`src/rtl/uart_pkg.sv`:
```
// Shared UART definitions: register map, STATUS bit positions and receiver FSM states.
// Used by both the wb_uart transmitter and the wb_uart_rx receiver.
package uart_pkg;

   localparam logic [1:0] UART_REG_DATA   = 2'd0;
   localparam logic [1:0] UART_REG_STATUS = 2'd1;

   localparam int STAT_NOT_EMPTY = 0;
   localparam int STAT_FULL      = 1;
   localparam int STAT_OVERRUN   = 2;
   localparam int STAT_FRAME_ERR = 3;

   typedef enum logic [1:0] {
      IDLE  = 2'd0,
      START = 2'd1,
      DATA  = 2'd2,
      STOP  = 2'd3
   } rx_state_t;

endpackage

```
`src/rtl/sync_fifo.sv`:
```
// Single-clock FIFO with a combinational head output and wrapping pointers.
// A push into a full FIFO is accepted only when a pop happens in the same cycle.
module sync_fifo #(
   parameter int WIDTH = 8,
   parameter int DEPTH = 16
) (
   input  logic                     clk,
   input  logic                     reset,
   input  logic                     push,
   input  logic                     pop,
   input  logic [WIDTH-1:0]         din,
   output logic [WIDTH-1:0]         dout,
   output logic                     full,
   output logic                     empty,
   output logic [$clog2(DEPTH):0]   count
);
   localparam int AW = $clog2(DEPTH);

   logic [WIDTH-1:0] mem [DEPTH];
   logic [AW-1:0]    wr_ptr;
   logic [AW-1:0]    rd_ptr;
   logic             do_push;
   logic             do_pop;

   assign empty   = (count == '0);
   assign full    = (count == (AW+1)'(DEPTH));
   assign do_pop  = pop & ~empty;
   assign do_push = push & (~full | do_pop);
   assign dout    = mem[rd_ptr];

   always_ff @(posedge clk) begin
      if (reset) begin
         wr_ptr <= '0;
         rd_ptr <= '0;
         count  <= '0;
      end else begin
         if (do_push) wr_ptr <= wr_ptr + 1'b1;
         if (do_pop)  rd_ptr <= rd_ptr + 1'b1;
         case ({do_push, do_pop})
            2'b10:   count <= count + 1'b1;
            2'b01:   count <= count - 1'b1;
            default: count <= count;
         endcase
      end
   end

   always_ff @(posedge clk) begin
      if (do_push) mem[wr_ptr] <= din;
   end

endmodule

```
`src/rtl/wb_uart_rx.sv`:
```
// Wishbone-slave UART receiver: 8N1 deserializer feeding a small receive FIFO,
// drained by the CPU through RXDATA and monitored through STATUS.
module wb_uart_rx
   import uart_pkg::*;
#(
   parameter int CLKS_PER_BIT = 434,
   parameter int FIFO_DEPTH   = 16
) (
   input  logic       clk,
   input  logic       reset,
   input  logic       i_wb_cyc,
   input  logic       i_wb_stb,
   input  logic       i_wb_we,
   input  logic [1:0] i_wb_addr,
   input  logic [7:0] i_wb_data,
   output logic       o_wb_ack,
   output logic       o_wb_stall,
   output logic [7:0] o_wb_data,
   input  logic       i_uart_rx
);
   localparam int CW = $clog2(CLKS_PER_BIT);
   localparam int AW = $clog2(FIFO_DEPTH);
   localparam logic [CW-1:0] HALF_LOAD = CW'(CLKS_PER_BIT / 2 - 1);
   localparam logic [CW-1:0] BIT_LOAD  = CW'(CLKS_PER_BIT - 1);

   rx_state_t     state;
   logic [CW-1:0] cnt;
   logic [2:0]    bit_idx;
   logic [7:0]    shift_reg;
   logic          rx_meta;
   logic          rx_sync;
   logic          rx_prev;
   logic          overrun;
   logic          frame_err;
   logic          fifo_full;
   logic          fifo_empty;
   logic [7:0]    fifo_dout;
   logic [AW:0]   fifo_count;
   logic [7:0]    status_byte;
   logic          wb_req;
   logic          rd_data;
   logic          wr_status;
   logic          fifo_pop;
   logic          stop_tick;
   logic          fifo_push;
   logic          set_overrun;
   logic          set_frame_err;
   logic          unused_bits;

   assign wb_req        = i_wb_cyc & i_wb_stb;
   assign rd_data       = wb_req & ~i_wb_we & (i_wb_addr == UART_REG_DATA);
   assign wr_status     = wb_req & i_wb_we & (i_wb_addr == UART_REG_STATUS);
   assign fifo_pop      = rd_data & ~fifo_empty;
   assign stop_tick     = (state == STOP) && (cnt == '0);
   assign fifo_push     = stop_tick & rx_sync;
   assign set_overrun   = fifo_push & fifo_full & ~fifo_pop;
   assign set_frame_err = stop_tick & ~rx_sync;
   assign o_wb_stall    = 1'b0;
   assign unused_bits   = ^{i_wb_data[7:4], i_wb_data[1:0], fifo_count};

   sync_fifo #(
      .WIDTH (8),
      .DEPTH (FIFO_DEPTH)
   ) u_fifo (
      .clk   (clk),
      .reset (reset),
      .push  (fifo_push),
      .pop   (fifo_pop),
      .din   (shift_reg),
      .dout  (fifo_dout),
      .full  (fifo_full),
      .empty (fifo_empty),
      .count (fifo_count)
   );

   // rx_prev is one extra stage so a start edge is a 1->0 step of the synchronized line
   always_ff @(posedge clk) begin
      if (reset) begin
         rx_meta <= 1'b1;
         rx_sync <= 1'b1;
         rx_prev <= 1'b1;
      end else begin
         rx_meta <= i_uart_rx;
         rx_sync <= rx_meta;
         rx_prev <= rx_sync;
      end
   end

   always_ff @(posedge clk) begin
      if (reset) begin
         state     <= IDLE;
         cnt       <= '0;
         bit_idx   <= '0;
         shift_reg <= '0;
      end else begin
         case (state)
            IDLE: begin
               if (rx_prev & ~rx_sync) begin
                  cnt   <= HALF_LOAD;
                  state <= START;
               end
            end
            START: begin
               if (cnt != '0) begin
                  cnt <= cnt - 1'b1;
               end else if (rx_sync) begin
                  state <= IDLE;
               end else begin
                  cnt     <= BIT_LOAD;
                  bit_idx <= '0;
                  state   <= DATA;
               end
            end
            DATA: begin
               if (cnt != '0) begin
                  cnt <= cnt - 1'b1;
               end else begin
                  shift_reg <= {rx_sync, shift_reg[7:1]};
                  cnt       <= BIT_LOAD;
                  if (bit_idx == 3'd7) state <= STOP;
                  else                 bit_idx <= bit_idx + 1'b1;
               end
            end
            STOP: begin
               if (cnt != '0) cnt <= cnt - 1'b1;
               else           state <= IDLE;
            end
            default: state <= IDLE;
         endcase
      end
   end

   // A set and a clear in the same cycle leave the flag set
   always_ff @(posedge clk) begin
      if (reset) begin
         overrun   <= 1'b0;
         frame_err <= 1'b0;
      end else begin
         if (set_overrun)                                overrun <= 1'b1;
         else if (wr_status & i_wb_data[STAT_OVERRUN])   overrun <= 1'b0;
         if (set_frame_err)                              frame_err <= 1'b1;
         else if (wr_status & i_wb_data[STAT_FRAME_ERR]) frame_err <= 1'b0;
      end
   end

   always_comb begin
      status_byte                 = 8'h00;
      status_byte[STAT_NOT_EMPTY] = ~fifo_empty;
      status_byte[STAT_FULL]      = fifo_full;
      status_byte[STAT_OVERRUN]   = overrun;
      status_byte[STAT_FRAME_ERR] = frame_err;
   end

   always_ff @(posedge clk) begin
      if (reset) begin
         o_wb_ack  <= 1'b0;
         o_wb_data <= 8'h00;
      end else begin
         o_wb_ack  <= wb_req;
         o_wb_data <= 8'h00;
         if (wb_req & ~i_wb_we) begin
            case (i_wb_addr)
               UART_REG_DATA:   o_wb_data <= fifo_empty ? 8'h00 : fifo_dout;
               UART_REG_STATUS: o_wb_data <= status_byte;
               default:         o_wb_data <= 8'h00;
            endcase
         end
      end
   end

endmodule

```
`config.mk`:
```
export PLATFORM = sky130hd
export DESIGN_NAME = wb_uart_rx
export DESIGN_NICKNAME = d
export VERILOG_FILES = /design/src/rtl/uart_pkg.sv /design/src/rtl/sync_fifo.sv /design/src/rtl/wb_uart_rx.sv
export SDC_FILE = /design/constraint.sdc
export NUM_CORES = 1
export LEC_CHECK = 0
export BUFFER_PORTS_ARGS = -buffer_cell sky130_fd_sc_hd__buf_2
export CORE_UTILIZATION = 30
export CTS_CLUSTER_DIAMETER = 150
export CTS_CLUSTER_SIZE = 12
export DETAILED_ROUTE_END_ITERATION = 8
export PLACE_DENSITY_LB_ADDON = 0.05
export SYNTH_ARGS = -nofsm -noshare
export SYNTH_HDL_FRONTEND = slang
export SYNTH_HIERARCHICAL = 1
export SYNTH_SLANG_ARGS = --single-unit
```
`constraint.sdc`:
```
create_clock -name clk -period 4.7 [get_ports clk]
set_clock_uncertainty 0.1 [all_clocks]
set_input_delay 0.47 -clock clk [delete_from_list [all_inputs] [get_ports clk]]
set_output_delay 0.47 -clock clk [all_outputs]
set_load 0.05 [all_outputs]
```
==> results.cfg, run 1 <==
[placed_design]
placed_area_um2 = 8160
place_hpwl_mm = 11.7
portBuffers = 18
dp.cells = 868
gp_congestion = 0.766

[clocking]
tritoncts = built
cts_buffers = 17
cts.sinks = 181
clock_path_buffers = 2
clk_pin_slew_ns = 0.07
htreeDepth = 4
clk_latency_ns = 0.42
cts_setup_buffers = 0
cts.repair.resized = 0
cts_root_buffer = clkbuf_16
hold_buffers = 0

[floorplan]
ioPinCount = 26
std_cell_rows = 58
chipWidth_um = 162
core-area_um2 = 25200
dieArea_um2 = 26200
die-height_um = 162
start_util_pct = 30.5

[routing]
drc_errors = 0
vias_per_cell = 4.95
drt.antenna.violating_nets = 0
vias = 4455
drtPass1Iterations = 4
drt-initial-drc-count = 247
wl_per_cell_um = 19.7
wirelength_mm = 17.7

[power]
p_sw_uw = 848
p_leak_uw = 0.00301
pwr-share-comb_pct = 8.3
power_uw = 3340
p_per_area_nw_per_um2 = 383
clkPwrFrac_pct = 39.9
swShare_pct = 25.4
p_int_uw = 2490
pwr-share-seq_pct = 51.8
ir_drop_mv = 0.218

[finish]
drive_gt1_share_pct = 20.4
nets = 590
n_antenna_cell = 0
final_cells = 900
fin_area_um2 = 8710
largest_reg_flops = 128
fin_util_pct = 34.6
regMostFlops = u_fifo/mem
syn2layout_area_growth_pct = 13.4
top_regs = u_fifo/mem (128), cnt (9)

[setup_path]
rr_worst_depth = 13
r2r_start = u_fifo/count[0]
path_class = flip-flop to flip-flop
required_ns = 4.90
crit_path_max_fanout = 11
cp_slowest_cell = nor2_1
end_kind = flip-flop
reg2reg_slack_ns = 0.92
worstPathArrival_ns = 3.98
path_cells = or4_4, nor2_1, nor2_1, nor4b_1, buf_4, nor2b_1, o21ai_2, inv_2, ha_1, nand2b_1, o2bb2ai_1, a2111oi_0, or4_1
start_kind = flip-flop
max_stage_delay_ns = 0.60
timing.rr.end = u_fifo/count[4]
crit_top_cell = nor2_1

[global_route]
grt_pass1_vias = 4660
use_met1_pct = 19.3
grt_usage_pct = 14.5
grt_overflow = 0
antenna_found_initial = 0
use_met2_pct = 23.9
grt_pass1_wl_mm = 27.7
busiest_layer = met2
grtUsageMet3_pct = 2.60
grt_max_degree = 42

[logic_synthesis]
synthFlopType = edfxtp_1
async_flop_share_pct = 0
ys_seq_elements = 181
netlist_area_um2 = 7680
synth-seq-area-share_pct = 63.9
synth_edf_count = 128
netlist_instances = 532
synth_warnings = 6
syn_nets = 565
syn_avg_cell_area_um2 = 14.4
ys_types = 70

[min_path]
holdPathEnd = rx_meta
hold_path_startpoint = i_uart_rx
hold_path_class = input pin to flip-flop
hold_path_depth = 2

[flow_run]
max_cap_viol_count = 0

[timing]
rsz0062_at_grt = no
fin_crit_sh_pct = 80.4
finalSetupViolCount = 0
maxSlewViolCount = 0
hold_violations = 0
slew_headroom_pct = 25.1
timing.final.crit_period_ns = 3.78
fmax_mhz = 265
finalSetupTns_ns = 0
tightestPinTransition_ns = 1.11

[run_status]
status = completed
area by class of cell:
cell class	count	area [um^2]
clock inverter	15	119
multi-input combinational	301	2560
fill	2447	16500
inverter	25	93.8
sequential	181	4910
tap	330	413
clock buffer	17	425
timing repair buffer	31	188
metrics by stage:
step	hold WS [ns]	setup WS, ns
global route	0.112	0.674
CTS	0.109	0.944
global placement	0.295	0.991
detailed placement	0.293	0.959
floorplan	0.289	1.00
finish	0.125	0.921
placed cells by master (no fill, tap or decap), drive strengths merged, types with 16 or more instances in the layout:
cell type,Yosys,layout
edfxtp,128,128
dfxtp,53,53
nor2,33,33
inv,25,33
mux4,32,32
buf,10,31
nand2,28,28
a21oi,21,21
a22oi,19,19
clkbuf,15,17
ha,16,16
power groups by stage:
stage | clock, uW | sequential (uW) | combinational [uW]
floorplan | 0 | 1750 | 228
global placement | 0 | 1760 | 278
detailed placement | 0 | 1760 | 278
CTS | 1380 | 1730 | 279
global route | 1450 | 1730 | 304
finish | 1330 | 1730 | 276
synthesized netlist by cell type (7+ instances only):
library cell / instances / area [um^2]
nor3_1: 9 / 45.0
inv_1: 24 / 90.1
clkbuf_1: 15 / 56.3
nor4_1: 7 / 43.8
dfxtp_1: 53 / 1060
and3_1: 10 / 62.6
ha_1: 16 / 200
a21oi_1: 21 / 105
mux4_2: 32 / 721
nor2_1: 32 / 120
nand2_1: 27 / 101
edfxtp_1: 128 / 3840
a22oi_1: 19 / 143
nand3_1: 13 / 65.1
metal layers:
metal | wire length (um) | vias to the layer above
li1 | - | 2118
met1 | 8350 | 2278
met2 | 8770 | 47
met3 | 382 | 12
met4 | 184 | 0
met5 | 0 | -
logic make-up after synthesis:
kind of cell | share of synthesized area, %
compound gates | 9.60
xor+xnor | 0.456
fa+ha+maj | 2.87
buf+inv | 2.79
flops | 63.9
mux | 10.2
other cells | 0.0488
simple gates | 10.2
worst max-delay path by stage:
| stage | startpoint | to | slack (ns) |
|---|---|---|---|
| final | u_fifo/count[0] | u_fifo/count[4] | 0.92 |
| after global routing | u_fifo/count[0] | u_fifo/count[4] | 0.67 |
| after CTS | u_fifo/count[0] | u_fifo/count[4] | 0.94 |
| after detailed placement | u_fifo/count[0] | u_fifo/count[4] | 0.96 |
| after global placement | cnt[0] | u_fifo/count[4] | 0.99 |
| after floorplan | u_fifo/count[0] | u_fifo/count[4] | 1.00 |
worst max-delay path: cells and delay by family, from the launching register on:
kind,cells,cell delay [ns]
fa+ha+maj,1,0.28
simple gates,7,2.07
flops,1,0.42
compound gates,3,0.38
buf+inv,2,0.40
Note: power is estimated with default switching activity, not from simulation.
==> inputs of run 2 (changes only) <==
==> constraint.sdc (replaced) <==
create_clock -name clk -period 3.65 [get_ports clk]
set_clock_uncertainty 0.1 [all_clocks]
set_input_delay 0.365 -clock clk [delete_from_list [all_inputs] [get_ports clk]]
set_output_delay 0.365 -clock clk [all_outputs]
set_load 0.05 [all_outputs]
==> results.cfg, run 2 (synthesis results as in run 1) <==
[run_status]
status = completed

[clocking]
clk_pin_slew_ns = 0.07
cts_setup_buffers = 0
clk_latency_ns = 0.42
cts.repair.resized = 0
tritoncts = built
cts_root_buffer = clkbuf_16
cts.sinks = 181
hold_buffers = 0
cts_buffers = 17
clock_path_buffers = 2
htreeDepth = 4

[routing]
wl_per_cell_um = 19.3
drt.antenna.violating_nets = 0
vias_per_cell = 4.95
vias = 4472
drt-initial-drc-count = 323
drc_errors = 0
drtPass1Iterations = 4
wirelength_mm = 17.5

[finish]
drive_gt1_share_pct = 20.8
n_antenna_cell = 0
final_common_cell = edfxtp_1
layout_common_cells = 128 x edfxtp_1, 51 x dfxtp_1, 32 x nor2_1, 32 x mux4_2, 27 x nand2_1
top_regs = u_fifo/mem (128), cnt (9)
largest_reg_flops = 128
nets = 593
regMostFlops = u_fifo/mem
syn2layout_area_growth_pct = 14.5
fillers = 2437
final_cells = 903

[timing]
tightestPinTransition_ns = 1.05
worst_slack_ns = 0.307
maxSlewViolCount = 0
finalSetupViolCount = 0
hold_violations = 0
rsz0062_at_grt = no
whs_ns = 0.0249
fmax_mhz = 299
timing.final.crit_period_ns = 3.34
slew_headroom_pct = 29.5
fin_crit_sh_pct = 91.6
finalSetupTns_ns = 0

[global_route]
grt_usage_pct = 14.3
grt_overflow = 0
grt_pass1_wl_mm = 27.8
grt_max_degree = 41
antenna_found_initial = 0
grt_pass1_vias = 4673

[placed_design]
portBuffers = 18
gp_congestion = 0.763
place_hpwl_mm = 11.8
place_ws_ns = 0.294
dp.cells = 871

[power]
power_uw = 4420
ir_drop_mv = 0.261
p_leak_uw = 0.00305
p_per_area_nw_per_um2 = 503

[setup_path]
required_ns = 3.85
end_kind = flip-flop
worstPathArrival_ns = 3.54
path_class = flip-flop to flip-flop
start_kind = flip-flop
path_delay_family = simple AND/OR/NAND/NOR gates
reg2reg_slack_ns = 0.31
cp_slowest_cell = or4b_4
path_cells = inv_1, ha_1, or4b_4, nor2_4, and3_1, nor2b_1, o21ai_2, inv_2, ha_1, o2bb2ai_1, a2111oi_0, or4_1
crit_top_cell = ha_1
max_stage_delay_ns = 0.56
crit_path_max_fanout = 11
crit_buf_inv = 2

[flow_run]
max_cap_viol_count = 0

[floorplan]
dieArea_um2 = 26200
ioPinCount = 26
std_cell_rows = 58
chipWidth_um = 162
start_util_pct = 30.5
die-height_um = 162
core-area_um2 = 25200

[min_path]
hold_path_class = input pin to flip-flop
run 2: cell count changes in the layout (fill, tap and decap cells not counted), sizes merged:
cell | before | now
inv | 33 | 29
clkinvlp | 2 | 0
clkbuf | 17 | 22
buf | 31 | 34
bufinv | 0 | 1
run 2: path summary, 6_finish.rpt:
path	startpoint	endpoint	cells after the start
hold reg to reg	rx_meta	rx_sync	1
hold / removal	i_uart_rx	rx_meta	2
setup / recovery	cnt[0]	u_fifo/count[4]	12
setup reg to reg	cnt[0]	u_fifo/count[4]	12
run 2: through the flow:
step                      utilization, %  cell area [um^2]
after global placement              32.6              8200
after CTS                           34.9              8790
after detailed placement            32.6              8200
final                               34.9              8790
after floorplan                        -              7690
after global routing                34.9              8790
run 2: cell type report:
class | count | area, um^2 | area share [%]
tap | 330 | 413 | 4.70
inverter | 25 | 93.8 | 1.07
multi-input combinational | 301 | 2570 | 29.2
clock inverter | 10 | 91.3 | 1.04
sequential | 181 | 4910 | 55.8
clock buffer | 22 | 495 | 5.64
timing repair buffer | 34 | 223 | 2.53
run 2: where the power goes:
part	internal, uW	switching (uW)
sequential	2190	39.7
combinational	137	242
clock	1040	772
run 2: per-layer routing:
| metal | global-route usage, % | routed length [um] |
|---|---|---|
| met5 | 0 | 0 |
| met4 | 3.99 | 172 |
| met3 | 2.60 | 579 |
| met2 | 23.7 | 8530 |
| met1 | 19.2 | 8190 |
==> inputs of run 3 (changes only) <==
--- a/config.mk
+++ b/config.mk
@@ -6,11 +6,12 @@
 export NUM_CORES = 1
 export LEC_CHECK = 0
 export BUFFER_PORTS_ARGS = -buffer_cell sky130_fd_sc_hd__buf_2
+export CAP_MARGIN = 30
 export CORE_UTILIZATION = 30
 export CTS_CLUSTER_DIAMETER = 150
 export CTS_CLUSTER_SIZE = 12
 export DETAILED_ROUTE_END_ITERATION = 8
-export PLACE_DENSITY_LB_ADDON = 0.05
+export PLACE_DENSITY = 0.45
 export SYNTH_ARGS = -nofsm -noshare
 export SYNTH_HDL_FRONTEND = slang
 export SYNTH_HIERARCHICAL = 1
==> constraint.sdc (replaced) <==
create_clock -name clk -period 4.35 [get_ports clk]
set_clock_uncertainty 0.1 [all_clocks]
set_input_delay 0.435 -clock clk [delete_from_list [all_inputs] [get_ports clk]]
set_output_delay 0.435 -clock clk [all_outputs]
set_load 0.05 [all_outputs]
==> results.cfg, run 3 (synthesis results as in run 1) <==
[finish]
top_regs = u_fifo/mem (128), cnt (9)
fin_area_um2 = 8790
regMostFlops = u_fifo/mem
largest_reg_flops = 128
final_common_cell = edfxtp_1
drive_gt1_share_pct = 20.4
n_antenna_cell = 0
syn2layout_area_growth_pct = 14.5
seqCellArea_um2 = 4910
nets = 593
layout_common_cells = 128 x edfxtp_1, 52 x dfxtp_1, 32 x nor2_1, 32 x mux4_2, 27 x nand2_1
multiInputGateArea_um2 = 2560
fillers = 2384

[power]
p_sw_uw = 892
pwr-share-comb_pct = 8.2
pwr-share-seq_pct = 49.8
ir_drop_mv = 0.217
clkPwrFrac_pct = 42.0
p_per_area_nw_per_um2 = 427
p_leak_uw = 0.00304
p_int_uw = 2860
swShare_pct = 23.8

[flow_run]
max_cap_viol_count = 0

[timing]
fmax_mhz = 277
maxSlewViolCount = 0
tightestPinTransition_ns = 0.900
worst_slack_ns = 0.737
timing.final.crit_period_ns = 3.61
fin_crit_sh_pct = 83.1
finalSetupViolCount = 0
hold_violations = 0
slew_headroom_pct = 40.0
rsz0062_at_grt = no
finalSetupTns_ns = 0

[clocking]
cts.sinks = 181
cts.repair.resized = 0
hold_buffers = 0
clock_path_buffers = 2
clk_latency_ns = 0.42
cts_root_buffer = clkbuf_16
clk_pin_slew_ns = 0.07
cts_buffers = 17
htreeDepth = 4
tritoncts = built
cts_setup_buffers = 0

[min_path]
hold_path_class = input pin to flip-flop

[setup_path]
start_kind = flip-flop
path_class = flip-flop to flip-flop
end_kind = flip-flop
crit_path_max_fanout = 10
worstPathArrival_ns = 3.58
required_ns = 4.31

[floorplan]
ioPinCount = 26
chipWidth_um = 162
dieArea_um2 = 26200
start_util_pct = 30.5
die-height_um = 162
core-area_um2 = 25200
std_cell_rows = 58

[placed_design]
place_ws_ns = 0.703
placed_area_um2 = 8190
portBuffers = 18
place_hpwl_mm = 11.4
gp_congestion = 0.768

[global_route]
busiest_layer = met2
grt_pass1_wl_mm = 27.0
grt_usage_pct = 13.9
grt_max_degree = 42
grtUsageMet3_pct = 3.01
grt_overflow = 0
grt_pass1_vias = 4641
use_met2_pct = 22.4
antenna_found_initial = 0
use_met1_pct = 18.6

[run_status]
status = completed

[routing]
wirelength_mm = 17.1
drc_errors = 0
wl_per_cell_um = 19.0
vias_per_cell = 4.95
drt.antenna.violating_nets = 0
vias = 4473
drt-initial-drc-count = 478
drtPass1Iterations = 4
## run 3: changes by cell type in the layout (fill, tap and decap cells not counted), moves of 2 or more
cell / before / now
clkbuf_8: 3 / 0
clkinvlp_4: 0 / 3
inv_6: 2 / 5
bufinv_16: 1 / 3
inv_4: 2 / 0
## run 3: area by class of cell
| type | instances | area share, % |
|---|---|---|
| Sequential cell | 181 | 55.8 |
| Clock buffer | 19 | 4.92 |
| Tap cell | 330 | 4.70 |
| Multi-Input combinational cell | 301 | 29.1 |
| Clock inverter | 13 | 1.94 |
| Timing Repair Buffer | 34 | 2.45 |
| Inverter | 25 | 1.07 |
## run 3: through the flow
| stage | std cells | hold slack [ns] | utilization (%) | power, uW |
|---|---|---|---|---|
| floorplan | 532 | 0.289 | - | 2140 |
| global placement | 869 | 0.294 | 32.4 | 2200 |
| detailed placement | 871 | 0.301 | 32.5 | 2210 |
| CTS | 903 | 0.0640 | 34.9 | 3790 |
| global route | 903 | 0.0771 | 34.9 | 3890 |
| finish | 903 | 0.0872 | 34.9 | 3750 |
## run 3: critical path, stage by stage (launching register included)
cell and delay (ns):
dfxtp_1 0.41, or4_4 0.25, nor2_1 0.08, nor2_1 0.54, nor4b_1 0.36, buf_4 0.23, nand2b_1 0.29, o21ai_4 0.15
nor3b_1 0.33, and2_1 0.50
## run 3: power by group through the flow
stage	sequential [uW]	combinational (uW)	clock [uW]
2_1_floorplan	1900	247	0
5_1_grt	1870	338	1680
4_1_cts	1870	305	1610
3_5_place_dp	1910	304	0
6_report	1870	306	1580
3_3_place_gp	1910	296	0
## run 3: worst paths after layout
path	from	to	slack (ns)	cells after the start
setup / recovery	u_fifo/count[1]	u_fifo/mem[9][0]	0.74	9
hold / removal	i_uart_rx	rx_meta	0.09	2
setup reg to reg	u_fifo/count[1]	u_fifo/mem[9][0]	0.74	9
hold reg to reg	rx_meta	rx_sync	0.31	1
## run 3: layer usage
metal	part of all wire, %	up-vias
li1	-	2126
met4	1.2	0
met3	4.2	13
met1	46	2258
met5	0	-
met2	48	76
